[config.mk]
export PLATFORM = sky130hd
export DESIGN_NAME = amo_unit_mh
export DESIGN_NICKNAME = d
export VERILOG_FILES = /design/src/rtl/amo_pkg.sv /design/src/rtl/amo_alu.sv /design/src/rtl/amo_unit_mh.sv
export SDC_FILE = /design/constraint.sdc
export NUM_CORES = 2
export LEC_CHECK = 0
export ABC_CLOCK_PERIOD_IN_PS = 24600
export BUFFER_PORTS_ARGS = -buffer_cell sky130_fd_sc_hd__buf_2
export CELL_PAD_IN_SITES_DETAIL_PLACEMENT = 1
export CELL_PAD_IN_SITES_GLOBAL_PLACEMENT = 1
export CORE_AREA = 2 2 232 280
export DETAILED_ROUTE_END_ITERATION = 6
export DIE_AREA = 0 0 234 282
export GPL_TIMING_DRIVEN = 0
export PLACE_DENSITY = 0.88
export SLEW_MARGIN = 5
export SYNTH_ARGS = -nofsm -noshare
export SYNTH_HDL_FRONTEND = slang
export SYNTH_SLANG_ARGS = --single-unit
[constraint.sdc]
create_clock -name clk_i -period 24.6 [get_ports clk_i]
set_clock_uncertainty 0.15 [all_clocks]
set_input_delay 1.23 -clock clk_i [delete_from_list [all_inputs] [get_ports clk_i]]
set_output_delay 1.23 -clock clk_i [all_outputs]
set_load 0.02 [all_outputs]
[src/rtl/amo_pkg.sv]
// Shared definitions for the atomic-memory front end: AMO op codes, access size
// encodings and the byte-lane helper used for word/doubleword commits.
package amo_pkg;

  typedef enum logic [3:0] {
    AMONone = 4'h0,
    AMOSwap = 4'h1,
    AMOAdd  = 4'h2,
    AMOAnd  = 4'h3,
    AMOOr   = 4'h4,
    AMOXor  = 4'h5,
    AMOMax  = 4'h6,
    AMOMaxu = 4'h7,
    AMOMin  = 4'h8,
    AMOMinu = 4'h9,
    AMOCAS  = 4'hA,
    AMOLr   = 4'hB,
    AMOSc   = 4'hC
  } amo_op_t;

  localparam logic [1:0] SizeWord  = 2'b10;
  localparam logic [1:0] SizeDword = 2'b11;

  // Byte-enable mask of the lane an AMO operates on, for a 64-bit bus.
  function automatic logic [7:0] lane_be(input logic dword, input logic upper);
    if (dword) return 8'hFF;
    return upper ? 8'hF0 : 8'h0F;
  endfunction

endpackage

[src/rtl/amo_alu.sv]
// Combinational AMO datapath: operates on the lane-aligned old value and operand,
// producing the value to commit and the CAS compare result.
module amo_alu
  import amo_pkg::*;
#(
  parameter int DataWidth = 64
) (
  input  logic [3:0]           op_i,
  input  logic                 dword_i,
  input  logic [DataWidth-1:0] operand_a_i,
  input  logic [DataWidth-1:0] operand_b_i,
  input  logic [31:0]          swap_i,
  output logic [DataWidth-1:0] result_o,
  output logic                 cas_eq_o
);

  logic [DataWidth:0]   signA, signB, unsA, unsB;
  logic [DataWidth-1:0] res;
  logic                 lessSigned, lessUnsigned;

  // Word ops compare on sign/zero-extended 32-bit values; upper bits are dropped afterwards.
  always_comb begin
    if (dword_i) begin
      signA = {operand_a_i[DataWidth-1], operand_a_i};
      signB = {operand_b_i[DataWidth-1], operand_b_i};
      unsA  = {1'b0, operand_a_i};
      unsB  = {1'b0, operand_b_i};
      cas_eq_o = (operand_a_i == operand_b_i);
    end else begin
      signA = {{(DataWidth-31){operand_a_i[31]}}, operand_a_i[31:0]};
      signB = {{(DataWidth-31){operand_b_i[31]}}, operand_b_i[31:0]};
      unsA  = {{(DataWidth-31){1'b0}}, operand_a_i[31:0]};
      unsB  = {{(DataWidth-31){1'b0}}, operand_b_i[31:0]};
      cas_eq_o = (operand_a_i[31:0] == operand_b_i[31:0]);
    end
    lessSigned   = $signed(signA) < $signed(signB);
    lessUnsigned = unsA < unsB;

    res = '0;
    case (op_i)
      AMONone: res = operand_b_i;
      AMOSwap: res = operand_b_i;
      AMOAdd:  res = operand_a_i + operand_b_i;
      AMOAnd:  res = operand_a_i & operand_b_i;
      AMOOr:   res = operand_a_i | operand_b_i;
      AMOXor:  res = operand_a_i ^ operand_b_i;
      AMOMax:  res = lessSigned ? operand_b_i : operand_a_i;
      AMOMaxu: res = lessUnsigned ? operand_b_i : operand_a_i;
      AMOMin:  res = lessSigned ? operand_a_i : operand_b_i;
      AMOMinu: res = lessUnsigned ? operand_a_i : operand_b_i;
      AMOCAS:  res = cas_eq_o ? DataWidth'(swap_i) : operand_a_i;
      AMOLr:   res = operand_a_i;
      AMOSc:   res = operand_b_i;
      default: res = '0;
    endcase

    result_o = dword_i ? res : (res & DataWidth'(64'h0000_0000_FFFF_FFFF));
  end

endmodule

[src/rtl/amo_unit_mh.sv]
// Multi-hart atomic front end in front of an exclusively owned SRAM bank: plain
// traffic passes through, AMOs run as read-modify-write, LR/SC keeps one reservation per hart.
module amo_unit_mh
  import amo_pkg::*;
#(
  parameter int AddrMemWidth = 32,
  parameter int DataWidth    = 64,
  parameter int NumHarts     = 4,
  parameter int ResvGranule  = 8,
  parameter int HartIdW      = (NumHarts > 1) ? $clog2(NumHarts) : 1
) (
  input  logic                      clk_i,
  input  logic                      rst_i,
  input  logic                      in_req_i,
  output logic                      in_gnt_o,
  input  logic [AddrMemWidth-1:0]   in_add_i,
  input  logic [3:0]                in_amo_i,
  input  logic [1:0]                in_size_i,
  input  logic [HartIdW-1:0]        in_hart_id_i,
  input  logic                      in_wen_i,
  input  logic [DataWidth-1:0]      in_wdata_i,
  input  logic [DataWidth/8-1:0]    in_be_i,
  input  logic                      in_logic_in_memory_i,
  input  logic [2:0]                in_opcode_mem_i,
  input  logic [31:0]               in_asize_mem_i,
  output logic [DataWidth-1:0]      in_rdata_o,
  output logic                      in_rvalid_o,
  output logic                      out_req_o,
  input  logic                      out_gnt_i,
  output logic [AddrMemWidth-1:0]   out_add_o,
  output logic                      out_wen_o,
  output logic [DataWidth-1:0]      out_wdata_o,
  output logic [DataWidth/8-1:0]    out_be_o,
  output logic                      out_logic_in_memory_o,
  output logic [2:0]                out_opcode_mem_o,
  output logic [31:0]               out_asize_mem_o,
  input  logic [DataWidth-1:0]      out_rdata_i
);

  localparam int GranBits   = $clog2(ResvGranule);
  localparam int GranW      = AddrMemWidth - GranBits;
  localparam int BeW        = DataWidth / 8;
  localparam int LaneShift  = (DataWidth >= 64) ? 32 : 0;
  localparam int UpperBeIdx = (DataWidth >= 64) ? 4 : 0;

  localparam logic [1:0] StIdle      = 2'd0;
  localparam logic [1:0] StDoAmo     = 2'd1;
  localparam logic [1:0] StWriteback = 2'd2;

  logic [1:0]              state_q, state_d;
  logic                    rvalid_q, rvalid_d;
  logic [3:0]              op_q;
  logic [AddrMemWidth-1:0] addr_q;
  logic                    dword_q, upper_q;
  logic [HartIdW-1:0]      hart_q;
  logic [DataWidth-1:0]    opb_q, result_q;
  logic [31:0]             swap_q;
  logic [NumHarts-1:0]     resvValid_q, resvValid_d;
  logic [GranW-1:0]        resvGran_q [NumHarts];
  logic [GranW-1:0]        resvGran_d [NumHarts];

  logic                 accept, isAmoReq, reqDword, reqUpper;
  logic                 scOk, casEq, writeOk, writeGrant, scClear;
  logic                 setEn, storeInv, invEn;
  logic [GranW-1:0]     reqGran, amoGran, invGran;
  logic [DataWidth-1:0] reqOpB, laneA, aluResult, wrSrc, wrData, laneMaskBits;
  logic [7:0]           laneBe8;
  logic [BeW-1:0]       laneBe;

  assign accept   = (state_q == StIdle) && in_req_i && out_gnt_i;
  assign in_gnt_o = accept;
  assign isAmoReq = (in_amo_i != AMONone) && (in_amo_i != AMOLr);
  assign reqDword = (DataWidth >= 64) && (in_size_i == SizeDword);
  assign reqUpper = !reqDword && (DataWidth >= 64) && in_be_i[UpperBeIdx];
  assign reqOpB   = reqUpper ? (in_wdata_i >> LaneShift) : in_wdata_i;
  assign reqGran  = in_add_i[AddrMemWidth-1:GranBits];
  assign amoGran  = addr_q[AddrMemWidth-1:GranBits];

  assign laneA   = upper_q ? (out_rdata_i >> LaneShift) : out_rdata_i;
  assign laneBe8 = lane_be(dword_q, upper_q);
  assign laneBe  = laneBe8[BeW-1:0];
  assign wrSrc   = (state_q == StDoAmo) ? aluResult : result_q;
  assign wrData  = upper_q ? (wrSrc << LaneShift) : wrSrc;
  assign scOk    = resvValid_q[hart_q] && (resvGran_q[hart_q] == amoGran);
  assign writeOk = !((op_q == AMOSc) && !scOk) && !((op_q == AMOCAS) && !casEq);

  assign out_logic_in_memory_o = in_logic_in_memory_i;
  assign out_opcode_mem_o      = in_opcode_mem_i;
  assign out_asize_mem_o       = in_asize_mem_i;

  amo_alu #(.DataWidth(DataWidth)) u_alu (
    .op_i        (op_q),
    .dword_i     (dword_q),
    .operand_a_i (laneA),
    .operand_b_i (opb_q),
    .swap_i      (swap_q),
    .result_o    (aluResult),
    .cas_eq_o    (casEq)
  );

  always_comb begin
    laneMaskBits = '0;
    for (int b = 0; b < BeW; b++) laneMaskBits[8*b +: 8] = {8{laneBe[b]}};
  end

  // Bus muxing and FSM: idle is a feed-through, the AMO states own the bank.
  always_comb begin
    state_d     = state_q;
    writeGrant  = 1'b0;
    scClear     = 1'b0;
    out_req_o   = in_req_i;
    out_add_o   = in_add_i;
    out_wen_o   = in_wen_i && (in_amo_i == AMONone);
    out_wdata_o = in_wdata_i;
    out_be_o    = in_be_i;
    in_rdata_o  = out_rdata_i;
    in_rvalid_o = rvalid_q;
    rvalid_d    = accept && !isAmoReq && (in_amo_i == AMOLr || !in_wen_i);
    case (state_q)
      StIdle: begin
        if (accept && isAmoReq) state_d = StDoAmo;
      end
      StDoAmo: begin
        in_rvalid_o = 1'b1;
        in_rdata_o  = (op_q == AMOSc) ? (DataWidth'(!scOk) << (upper_q ? LaneShift : 0))
                                      : (out_rdata_i & laneMaskBits);
        out_req_o   = writeOk;
        out_add_o   = addr_q;
        out_wen_o   = 1'b1;
        out_be_o    = laneBe;
        out_wdata_o = wrData;
        if (!writeOk) begin
          scClear = (op_q == AMOSc);
          state_d = StIdle;
        end else if (out_gnt_i) begin
          writeGrant = 1'b1;
          state_d    = StIdle;
        end else begin
          state_d = StWriteback;
        end
      end
      StWriteback: begin
        in_rvalid_o = 1'b0;
        out_req_o   = 1'b1;
        out_add_o   = addr_q;
        out_wen_o   = 1'b1;
        out_be_o    = laneBe;
        out_wdata_o = wrData;
        if (out_gnt_i) begin
          writeGrant = 1'b1;
          state_d    = StIdle;
        end
      end
      default: state_d = StIdle;
    endcase
  end

  assign setEn    = accept && (in_amo_i == AMOLr);
  assign storeInv = accept && in_wen_i && (in_amo_i == AMONone);
  assign invEn    = storeInv || writeGrant;
  assign invGran  = writeGrant ? amoGran : reqGran;

  // A granule write kills every matching reservation; an LR set is applied last so it wins.
  always_comb begin
    resvValid_d = resvValid_q;
    resvGran_d  = resvGran_q;
    for (int h = 0; h < NumHarts; h++) begin
      if (invEn && resvValid_q[h] && (resvGran_q[h] == invGran)) resvValid_d[h] = 1'b0;
      if (scClear && (hart_q == HartIdW'(h))) resvValid_d[h] = 1'b0;
      if (setEn && (in_hart_id_i == HartIdW'(h))) begin
        resvValid_d[h] = 1'b1;
        resvGran_d[h]  = reqGran;
      end
    end
  end

  always_ff @(posedge clk_i or posedge rst_i) begin
    if (rst_i) begin
      state_q     <= StIdle;
      rvalid_q    <= 1'b0;
      result_q    <= '0;
      op_q        <= 4'h0;
      addr_q      <= '0;
      dword_q     <= 1'b0;
      upper_q     <= 1'b0;
      hart_q      <= '0;
      opb_q       <= '0;
      swap_q      <= '0;
      resvValid_q <= '0;
      for (int h = 0; h < NumHarts; h++) resvGran_q[h] <= '0;
    end else begin
      state_q     <= state_d;
      rvalid_q    <= rvalid_d;
      resvValid_q <= resvValid_d;
      resvGran_q  <= resvGran_d;
      if (accept && isAmoReq) begin
        op_q    <= in_amo_i;
        addr_q  <= in_add_i;
        dword_q <= reqDword;
        upper_q <= reqUpper;
        hart_q  <= in_hart_id_i;
        opb_q   <= reqOpB;
        swap_q  <= in_wdata_i[LaneShift +: 32];
      end
      if (state_q == StDoAmo) result_q <= aluResult;
    end
  end

  assert property (@(posedge clk_i) disable iff (rst_i) !(setEn && invEn));
  assert property (@(posedge clk_i) disable iff (rst_i) accept |-> (in_amo_i <= AMOSc));

endmodule

==> out/summary.md, run 1 <==
* result of the run: aborted with a tool error
* Exit stage: 5_1_grt
* Tool Error: [ERROR GRT-0116] Global routing finished with congestion. Check the congestion regions in the DRC Viewer.
* ys async rst share: 100.0%
* # IOs: 425
* instance area at placement: 33150 sq um
* CTS H-tree depth: 2
* number of enable-type register cells in the synthesized netlist: 0
* Die Ht: 282 um
* Max clock buf depth: 3
* All-Layer GR Usage: 61.44%
* Initial Utilization: 47.75%
* cells resized by post-CTS repair: 0
* final HPWL from detailed placement: 149.3 mm
* area share of the largest cell type after synthesis: 26.84%
* first-pass GRT wire length: 284.4 mm
* register area share after synthesis: 26.84%
* Main synth FF type: sky130_fd_sc_hd__dfrtp_1
* maximum number of pins on one net before global-route repair: 113
* count of standard-cell rows: 101
* Congestion Overflow GR: 3
* pre-CTS WS: 12840 ps
* cell taking the most area after synthesis: sky130_fd_sc_hd__dfrtp_1
* number of sinks on the clock net: 323
* setup bufs post-CTS: 0
* flip-flop and latch count after synthesis: 323
* die outline width: 234 um
* number of warning messages in the yosys log: 0
* total standard cell area after synthesis: 30110 sq um
* total CTS buffers: 40
* CTS root buf: sky130_fd_sc_hd__clkbuf_16
* quantity of hold-fixing buffers added after cts: 0
* count of unique library cells instantiated by Yosys: 94
* number of instances in the synthesized netlist: 3693
* synthesized netlist net count: 4138
* dominant cells by area after synthesis: sky130_fd_sc_hd__dfrtp_1 27%, sky130_fd_sc_hd__ha_1 9.4%, sky130_fd_sc_hd__nand2_1 5.8%, sky130_fd_sc_hd__o21ai_0 4.6%, sky130_fd_sc_hd__mux2_2 3.7%
* vias in the first global route: 37138
* average footprint of a synthesized cell: 8.154 sq um
* routability congestion estimate: 1.228
* quantity of I/O buffers inserted on ports: 370
synthesized netlist by cell type (56+ instances only):
| cell type | n |
|---|---|
| sky130_fd_sc_hd__mux2_2 | 98 |
| sky130_fd_sc_hd__mux2i_1 | 104 |
| sky130_fd_sc_hd__a221oi_1 | 79 |
| sky130_fd_sc_hd__inv_1 | 265 |
| sky130_fd_sc_hd__ha_1 | 227 |
| sky130_fd_sc_hd__a21oi_1 | 203 |
| sky130_fd_sc_hd__a22oi_1 | 57 |
| sky130_fd_sc_hd__nand2_1 | 465 |
| sky130_fd_sc_hd__dfrtp_1 | 323 |
| sky130_fd_sc_hd__nor2b_1 | 75 |
| sky130_fd_sc_hd__nand3_1 | 70 |
| sky130_fd_sc_hd__nor2_1 | 133 |
| sky130_fd_sc_hd__xor2_1 | 58 |
| sky130_fd_sc_hd__o21ai_0 | 276 |
| sky130_fd_sc_hd__and2_1 | 102 |
| sky130_fd_sc_hd__clkbuf_1 | 221 |
| sky130_fd_sc_hd__xnor2_1 | 104 |
| sky130_fd_sc_hd__o22ai_1 | 56 |
through the flow:
| step | hold WS [ps] | utilization (%) | instances |
|---|---|---|---|
| 3_5_place_dp | 318.9 | 52.57 | 4895 |
| 3_3_place_gp | 303.8 | 52.32 | 4887 |
| 4_1_cts | 332.6 | 54.91 | 4969 |
| 2_1_floorplan | 290.1 | - | 3693 |
layer usage:
metal	global-route usage [%]	GRT overflow
met1	63.30	0
met2	86.01	2
met3	34.03	0
met4	60.47	1
met5	4.167	0
logic make-up after synthesis:
kind of cell,count (synthesis),synth area share (%)
buffers and inverters,584,8.057
multiplexers,223,8.663
flip-flops,323,26.84
AO/OA/AOI/OAI,1088,24.78
adder cells (fa/ha/maj),228,9.498
XOR/XNOR,162,4.712
AND/OR/NAND/NOR,1085,17.45
==> run 2: changes to the inputs <==
Settings changed: CELL_PAD_IN_SITES_DETAIL_PLACEMENT 1 to unset, CELL_PAD_IN_SITES_GLOBAL_PLACEMENT 1 to unset, CORE_AREA 2 2 232 280 to 2 2 278 280, DIE_AREA 0 0 234 282 to 0 0 280 282, PLACE_DENSITY 0.88 to unset, PLACE_DENSITY_LB_ADDON set to 0.15.
==> run 2 against run 1 <==
Against the previous run:
- the flow now finishes, with violations (DRC, capacitance limit, slew limit)
- synthesized area is the same
- synthesized cell count stayed put
==> out/summary.md, run 2 <==
* final HPWL from detailed placement: 153.7 mm, was 149.3 mm
* 1st-iter DRT viols: 4630
* final worst setup slack: 11360 ps
* final count of hold timing violations: 0
* net switching fraction of the power: 59.85%
* average footprint of a synthesized cell: 8.154 sq um, unchanged
* clk_lat worst skew: 620 ps
* area of the die: 78960 sq um
* cell-internal power: 2.366 mW
* Largest register FFs: 116
* CTS root buf: sky130_fd_sc_hd__clkbuf_16, unchanged
* clock edge transition at the registers on the reported setup and hold paths: 60 ps
* Avg WL per Cell: 38.49 um
* compound-cell area share of the yosys netlist: 24.78%, unchanged
* setup bufs post-CTS: 0, unchanged
* routability congestion estimate: 1.114, was 1.228
* cell taking the most area after synthesis: sky130_fd_sc_hd__dfrtp_1, unchanged
* data required time at the worst endpoint: 23220 ps
* power density over cell area: 168.6 nW/um^2
* All-Layer GR Usage: 49.03%
* Slew Viols, Final: 36
* Sequential Area: 8083 sq um
* result of the run: finished, violations left, was aborted with a tool error
* leading cell type by number of instances after synthesis: sky130_fd_sc_hd__nand2_1, unchanged
* total standard cell area after synthesis: 30110 sq um, unchanged
* cells resized by post-CTS repair: 0, unchanged
* number of violations of the max-capacitance limit: 5
* multiplexer fraction of the synthesized cell area: 8.663%, unchanged
* count of antenna-violating nets left after detailed routing: 0
* leading cell types in the layout, fill and taps excluded: 465 x sky130_fd_sc_hd__nand2_1, 396 x sky130_fd_sc_hd__buf_2, 323 x sky130_fd_sc_hd__dfrtp_1, 276 x sky130_fd_sc_hd__o21ai_0, 264 x sky130_fd_sc_hd__inv_1
* Min Clock Period, post-route: 13240 ps
* count of standard-cell rows: 101, unchanged
* Congestion Overflow GR: 0
* post-synthesis share of cell area spent on xor and xnor gates: 4.712%, unchanged
* register area share after synthesis: 26.84%, unchanged
* peak fanout along the critical path: 10
* fillcell total: 7794
* area added between synthesis and finish: 16.09%
* Achievable Freq: 0.07554 GHz
* TritonRoute pass-1 iters: 7
* count of unique library cells instantiated by Yosys: 94, unchanged
* Core Area: 75700 sq um
* Logic pwr share: 72.3%
* ys async rst share: 100.0%, unchanged
* Max clock buf depth: 3, unchanged
* largest family of logic cells by synthesized area: compound AO/OA/AOI/OAI gates, unchanged
* first-pass GRT wire length: 266.6 mm
* total length of routed wires: 198.0 mm
* pin slew with the least headroom to its limit: 1559 ps
* Die Ht: 282 um, unchanged
* setup repair after global routing missed its margin: no
* number of enable-type register cells in the synthesized netlist: 0, unchanged
* per-cell via count in the routed design: 6.652
* crit path launch type: flip-flop
* final layout net count: 4561
* maximum number of pins on one net before global-route repair: 110
* type of element capturing the critical path: output port
* dominant cells by area after synthesis: sky130_fd_sc_hd__dfrtp_1 27%, sky130_fd_sc_hd__ha_1 9.4%, sky130_fd_sc_hd__nand2_1 5.8%, sky130_fd_sc_hd__o21ai_0 4.6%, sky130_fd_sc_hd__mux2_2 3.7%, unchanged
* quantity of I/O buffers inserted on ports: 370, unchanged
* flip-flop and latch count after synthesis: 323, unchanged
* # IOs: 425, unchanged
* number of sinks on the clock net: 323, unchanged
* number of warning messages in the yosys log: 0, unchanged
* die outline width: 280 um, was 234 um
* proportion of power drawn by flip-flops and latches: 15.4%
* simple-gate area share of the yosys netlist: 17.45%, unchanged
* crit path kind: flip-flop to output port
* Static Leak: 16.18 nW
* synthesized netlist net count: 4138, unchanged
* most flop-heavy register: resvGran_q
* post-route DRC violation count: 2
* area of the multi-input gates: 19640 sq um
* TritonCTS clock tree: done
* via count of the routed design: 34209
* synthesized-area fraction occupied by adder cells: 9.498%, unchanged
* vias in the first global route: 32349
* Initial Utilization: 39.78%, was 47.75%
* P_sw: 3.527 mW
* violated checks: DRC, capacitance limit, slew limit
* arrival time at the worst endpoint: 11860 ps
* pre-CTS WS: 12590 ps, was 12840 ps
* Setup Viol. Count Final: 0
* number of instances in the synthesized netlist: 3693, unchanged
* quantity of hold-fixing buffers added after cts: 0, unchanged
* Main synth FF type: sky130_fd_sc_hd__dfrtp_1, unchanged
* share of final-layout standard cells stronger than drive strength 1: 16.63%
* most common cell after layout, fill and taps aside: sky130_fd_sc_hd__nand2_1
* slew margin rel.: -3.927%
* CTS H-tree depth: 2, unchanged
* largest registers: resvGran_q x116, opb_q x64, result_q x64
* share of total power in the clock network: 12.3%
* Hold WC Path Type: flip-flop to flip-flop
* area share of the largest cell type after synthesis: 26.84%, unchanged
* Fin Setup TNS: 0 ps
* portion of the clock cycle consumed by the worst path in the final layout: 53.81%
* antenna violations before repair: 17
* Peak supply drop: 0.00007629 V
* total CTS buffers: 43, was 40
* top post-synthesis cells by count: 465 x sky130_fd_sc_hd__nand2_1, 323 x sky130_fd_sc_hd__dfrtp_1, 276 x sky130_fd_sc_hd__o21ai_0, unchanged
[run 2: cell counts after synthesis]
No cell type changed its count.
[run 2: layout make-up]
class	count	share of cell area, %
timing repair buffer	378	5.655
antenna	17	0.1217
clock buffer	59	3.508
buffer	315	4.062
clock inverter	18	0.9342
sequential	323	23.12
inverter	269	2.910
multi-input combinational	2786	56.19
tap	978	3.500
[run 2: cell families (layout without fill, tap and decap cells)]
kind of cell             count (synthesis)  count (layout)
AO/OA/AOI/OAI                         1088            1088
XOR/XNOR                               162             162
adder cells (fa/ha/maj)                228             228
buffers and inverters                  584            1039
flip-flops                             323             323
multiplexers                           223             223
other                                    0              17
AND/OR/NAND/NOR                       1085            1085
[run 2: worst paths after layout]
kind	from	end	slack, ps	cells after the start
worst max-delay path	upper_q$_DFFE_PP0P_	out_wdata_o[54]	11360	23
worst min-delay path	addr_q[2]$_DFFE_PP0P_	addr_q[2]$_DFFE_PP0P_	320	2
worst max register to register	upper_q$_DFFE_PP0P_	result_q[54]$_DFF_PP0_	13430	21
worst min register to register	addr_q[2]$_DFFE_PP0P_	addr_q[2]$_DFFE_PP0P_	320	2
max in group asynchronous	rst_i	result_q[41]$_DFF_PP0_	22670	3
min in group asynchronous	rst_i	addr_q[22]$_DFFE_PP0P_	560	2
[run 2: layer usage]
layer | vias up | GRT usage (%) | wire [um]
met2 | 2704 | 72.62 | 82690
li1 | 14125 | - | -
met5 | - | 0.4274 | 56
met3 | 856 | 14.69 | 22490
met4 | 8 | 47.90 | 23100
met1 | 16516 | 55.79 | 69620
[run 2: through the flow]
stage	power, mW	hold slack (ps)	cells	utilization, %	cell area [sq um]
2_1_floorplan	3.209	290.1	3693	-	30110
3_3_place_gp	4.912	307.4	5041	43.84	33190
3_5_place_dp	4.921	310.0	5049	44.07	33360
4_1_cts	5.653	325.2	5126	46.12	34910
5_1_grt	6.021	342.1	5128	46.13	34920
6_report	5.893	322.8	5143	46.18	34960
[run 2: critical path, cell delays in order, from the launching register on]
cell and delay [ps]:
sky130_fd_sc_hd__dfrtp_1 320, sky130_fd_sc_hd__clkbuf_1 570, sky130_fd_sc_hd__clkbuf_1 900, sky130_fd_sc_hd__buf_1 800, sky130_fd_sc_hd__clkbuf_1 500, sky130_fd_sc_hd__clkinv_1 790, sky130_fd_sc_hd__nand2_1 460, sky130_fd_sc_hd__inv_1 110
sky130_fd_sc_hd__and2_1 190, sky130_fd_sc_hd__nand2b_1 150, sky130_fd_sc_hd__ha_1 290, sky130_fd_sc_hd__nand3_1 190, sky130_fd_sc_hd__nor4_2 840, sky130_fd_sc_hd__nand2_1 220, sky130_fd_sc_hd__a2111oi_0 1170, sky130_fd_sc_hd__and2b_1 320
sky130_fd_sc_hd__a21o_1 190, sky130_fd_sc_hd__a21oi_1 1020, sky130_fd_sc_hd__or2_1 300, sky130_fd_sc_hd__buf_2 470, sky130_fd_sc_hd__a221oi_1 200, sky130_fd_sc_hd__o21ai_0 780, sky130_fd_sc_hd__a21o_1 240, sky130_fd_sc_hd__buf_2 180
[run 2: power groups by stage]
stage               clock (mW)  combinational (mW)  sequential, mW
floorplan                    0                2.39           0.822
global placement             0                4.01           0.905
detailed placement           0                4.02           0.904
CTS                      0.721                4.04           0.897
global route             0.739                4.36           0.920
finish                   0.722                4.26           0.910
Power figures use the tool's default switching activity.
